$ cat src/rtl/des_expand_mix.sv
// DES round front end: E-expansion of the right half XORed with the subkey, buffered in a 2-entry FIFO.
// Optional macro XFER_COUNT_EN adds a 16-bit count of emitted words on port xfer_count.
module des_expand_mix #(
    parameter int TAG_W = 4
) (
    input  logic             clk,
    input  logic             rst,
    input  logic             in_valid,
    output logic             in_ready,
    input  logic [31:0]      r_half,
    input  logic [47:0]      subkey,
    input  logic [TAG_W-1:0] tag_in,
    output logic             out_valid,
    input  logic             out_ready,
    output logic [47:0]      sbox_in,
    output logic [TAG_W-1:0] tag_out
`ifdef XFER_COUNT_EN
    ,
    output logic [15:0]      xfer_count
`endif
);

    // Each 6-bit S-box group k takes DES bits 4k..4k+5 of the right half,
    // with bit 0 wrapping to bit 32 and bit 33 wrapping to bit 1.
    function automatic logic [47:0] expand(input logic [31:0] r);
        logic [47:0] e;
        int          b;
        e = '0;
        for (int k = 0; k < 8; k++) begin
            for (int j = 0; j < 6; j++) begin
                b = 4 * k + j;
                if (b == 0)  b = 32;
                if (b == 33) b = 1;
                e[47 - (6 * k + j)] = r[32 - b];
            end
        end
        return e;
    endfunction

    logic [47:0]      data_mem [2];
    logic [TAG_W-1:0] tag_mem  [2];
    logic             wr_ptr;
    logic             rd_ptr;
    logic [1:0]       count;
    logic             accept;
    logic             emit;

    assign in_ready  = (count < 2'd2);
    assign out_valid = (count != 2'd0);
    assign accept    = in_valid && in_ready;
    assign emit      = out_valid && out_ready;

    // Gating the head with out_valid gives zero outputs when empty without resetting storage.
    assign sbox_in   = out_valid ? data_mem[rd_ptr] : '0;
    assign tag_out   = out_valid ? tag_mem[rd_ptr]  : '0;

    // NOTE: sequential state uses non-blocking assignments so every flop samples pre-edge values.
    always_ff @(posedge clk) begin
        if (rst) begin
            count  <= 2'd0;
            wr_ptr <= 1'b0;
            rd_ptr <= 1'b0;
        end else begin
            if (accept) wr_ptr <= ~wr_ptr;
            if (emit)   rd_ptr <= ~rd_ptr;
            case ({accept, emit})
                2'b10:   count <= count + 2'd1;
                2'b01:   count <= count - 2'd1;
                default: count <= count;
            endcase
        end
    end

    // NOTE: storage has no reset; the pointers and count alone decide what is visible.
    always_ff @(posedge clk) begin
        if (accept) begin
            data_mem[wr_ptr] <= expand(r_half) ^ subkey;
            tag_mem[wr_ptr]  <= tag_in;
        end
    end

`ifdef XFER_COUNT_EN
    always_ff @(posedge clk) begin
        if (rst)       xfer_count <= 16'h0000;
        else if (emit) xfer_count <= xfer_count + 16'h0001;
    end
`endif

endmodule

$ cat config.mk
export PLATFORM = sky130hd
export DESIGN_NAME = des_expand_mix
export DESIGN_NICKNAME = d
export VERILOG_FILES = /design/src/rtl/des_expand_mix.sv
export SDC_FILE = /design/constraint.sdc
export NUM_CORES = 1
export LEC_CHECK = 0
export ABC_AREA = 1
export BUFFER_PORTS_ARGS = -buffer_cell sky130_fd_sc_hd__buf_2
export CAP_MARGIN = 40
export CORE_MARGIN = 2
export CORE_UTILIZATION = 46
export CTS_CLUSTER_DIAMETER = 30
export DETAILED_ROUTE_END_ITERATION = 8
export GPL_TIMING_DRIVEN = 0
export PLACE_DENSITY_LB_ADDON = 0.05
export SLEW_MARGIN = 0
export SYNTH_ARGS = -nofsm -noshare
export SYNTH_HDL_FRONTEND = slang
export SYNTH_SLANG_ARGS = --single-unit
$ cat constraint.sdc
create_clock -name clk -period 3.3 [get_ports clk]
set_input_delay 0.495 -clock clk [delete_from_list [all_inputs] [get_ports clk]]
set_output_delay 0.495 -clock clk [all_outputs]
set_load 0.005 [all_outputs]
==> summary.md <==
| Metric | Value |
|---|---|
| Status | `completed` |
| Via count | `3049` |
| # resized after CTS | `0` |
| R2R Setup Slk | `1.47 ns` |
| Synthesized flop and latch total | `109` |
| Syn_nets | `451` |
| NetSw | `1150 µW` |
| I/O pins | `142` |
| Crit. End Element | `output pin` |
| Clk buf depth | `2` |
| Placed cell area | `5530 µm²` |
| P&R area growth vs syn | `25.2%` |
| Crit path max-delay family | `buffers and inverters` |
| Most common cell after layout, fill and taps aside | `buf_2` |
| DRC errors left | `0` |
| First-pass DRT Iterations | `4` |
| Rows | `36` |
| Post-route cell area | `5680 µm²` |
| CP max-delay cell | `dfxtp_1` |
| Max-cap violations | `0` |
| Post-Layout Cell Count | `655` |
| Fmax achieved | `490 MHz` |
| Final Util | `58.7%` |
| CTS tree | `done` |
| PD cells | `635 nW/µm²` |
| Crit-path cells | `buf_2, inv_2, buf_4, nand2_1, a21oi_1, buf_2` |
| WL/cell | `13.5 µm` |
| Clk sinks | `109` |
| Synth warnings | `0` |
| First-pass GRT wire length | `13200 µm` |
| CP Capture Point | `sbox_in[39]` |
| Hold buffers post-CTS | `0` |
| Kind of critical path | `flip-flop to output pin` |
| Fin. Hold Viols | `0` |
| Worst-Margin Slew | `0.602 ns` |
| CP Depth | `6` |
| Num CTS Buffers | `9` |
| Final Max Tran Viols | `0` |
| Final net count | `607` |
| Mapped cell area | `4540 µm²` |
| Seq/Total Area, Yosys | `71.0%` |
| Tot GR Track Use | `16.7%` |
| Min-delay worst type | `primary input to flip-flop` |
| Reg2reg start | `count[1]` |
| Slowest stage delay, CP | `0.30 ns` |
| Data required, critical path | `2.80 ns` |
| Postcts setup bufs | `0` |
| Vias in the first global route | `2828` |
| Period utilization | `61.8%` |
| Synth Instances | `362` |
| Final HPWL DP | `6120 µm` |
| Syn_area_per_cell | `12.5 µm²` |
| Placer congestion estimate | `0.695` |
| Post-route antenna net violation count | `0` |
| Clk_lat worst skew | `0.36 ns` |
| Clock skew | `0.00645 ns` |
| Post-synthesis cell type count | `16` |
| Placed instance count | `640` |
| Relative slew slack | `59.8%` |
| Die Y | `103 µm` |
| Total grt overflow | `0` |
| Antenna diodes | `0` |
| Final setup violating endpoints | `0` |
| Initial antenna violation count | `0` |
| Peak VDD IR | `0.260 mV` |
| Die width | `103 µm` |
| CTS clk-pin slew, worst paths | `0.09 ns` |
| Nature of the critical path startpoint | `flip-flop` |
| Total leakage power | `0.00241 µW` |
| Register share of total power | `49.9%` |
| Clk root buf | `clkbuf_8` |
| DR iter-0 viols | `81` |
| Largest net degree at the start of global routing | `21` |
| RSZ-0062 raised after global routing | `no` |
| Drt total wl | `8840 µm` |
| Int Power | `2460 µW` |
| Worst reg2reg endpoint | `data_mem[0][2]` |
| Commonest cells after routing, fill and taps aside | `buf_2 (152), nand2_1 (111), edfxtp_1 (104)` |
| Share of post-route cells with drive strength above 1 | `33.9%` |
| # H-tree levels | `3` |
| R2R cell count | `5` |
| DIE AREA | `10700 µm²` |
| Worst path bufs/invs | `4` |
| Sw Share | `31.8%` |
| DR vias/cell | `4.65` |
| Crit-path max FO | `10` |
| Port Buffers | `141` |
| Initial core utilization | `46.8%` |
| Logic pwr share | `31.6%` |
| Clock Power Share | `18.5%` |
| Min Tclk post-route | `2.04 ns` |
| Core Area | `9680 µm²` |
| Arrival @ worst endpoint | `1.54 ns` |
| Critical path's most frequent cell | `buf_2` |
| WHS Path Cells | `2` |
[how the worst min path moves through the flow]
stage                          from            end
after floorplan              rd_ptr      flip-flop
after global placement       rd_ptr         rd_ptr
after detailed placement     rd_ptr      flip-flop
after CTS                       rst         wr_ptr
after global routing      tag_in[3]  tag_mem[0][3]
final                           rst         wr_ptr
[metal layers]
layer / vias to the layer above / wire (µm) / track usage, %
met3: 10 / 419 / 2.89
met4: 0 / 127 / 7.89
met1: 1411 / 3790 / 19.7
met5: - / 0 / 0
li1: 1542 / - / -
met2: 86 / 4510 / 29.7
[synth_stat cells]
cell / instances / area, µm²
inv_1: 6 / 22.5
dfxtp_1: 5 / 100
o21ai_0: 1 / 5.00
nor2_4: 1 / 11.3
xor2_1: 48 / 420
inv_2: 3 / 11.3
buf_4: 5 / 37.5
nor3_1: 1 / 5.00
nor2_2: 1 / 6.26
nor2_1: 9 / 33.8
ha_1: 1 / 12.5
nand4_1: 1 / 6.26
nand2_1: 111 / 417
buf_2: 11 / 55.1
edfxtp_1: 104 / 3120
a21oi_1: 54 / 270
[stage by stage]
stage	setup slack (ns)	setup TNS, ns	hold slack (ns)	total power, µW
2_1_floorplan	0.0489	0	0.467	2440
3_3_place_gp	-1.48	-152.66	0.480	2940
3_5_place_dp	1.30	0	0.509	3000
4_1_cts	1.20	0	0.295	3660
5_1_grt	1.12	0	0.309	3850
6_report	1.26	0	0.309	3610
[final cells by class]
class,count,area [µm²]
Timing Repair Buffer,145,816
Multi-Input combinational cell,228,1200
Clock buffer,10,128
Buffer,16,92.6
Clock inverter,5,18.8
Inverter,9,33.8
Tap cell,133,166
Sequential cell,109,3220
Fill cell,831,4000
[registers in the layout, indices dropped and copies added, names as in the netlist, named ones only]
name and cells:
count 2, data_mem 96, rd_ptr 1, tag_mem 8, wr_ptr 1
[power groups by stage]
stage / Clock, µW / Sequential, µW / Combinational [µW]
floorplan: 0 / 1840 / 607
global placement: 0 / 1850 / 1090
detailed placement: 0 / 1830 / 1170
CTS: 684 / 1800 / 1170
global route: 732 / 1820 / 1300
finish: 669 / 1800 / 1140
[logic make-up (layout without fill, tap and decap cells)]
| logic type | Yosys count | in the layout | synth area share (%) |
|---|---|---|---|
| adders and majority gates | 1 | 1 | 0.276 |
| DFF | 109 | 109 | 71.0 |
| xor gates and xnor gates | 48 | 48 | 9.27 |
| AOI/OAI and AO/OA | 55 | 55 | 6.07 |
| buffers and inverters | 25 | 185 | 2.79 |
| and+or+nand+nor | 124 | 124 | 10.6 |
[worst reg2reg max path: stages (launching register included)]
cell,delay (ns)
dfxtp_1,0.38
inv_2,0.08
nand2_1,0.14
nor2_4,0.51
buf_16,0.25
buf_16,0.17
No activity file was read; power rests on OpenSTA's default activity.
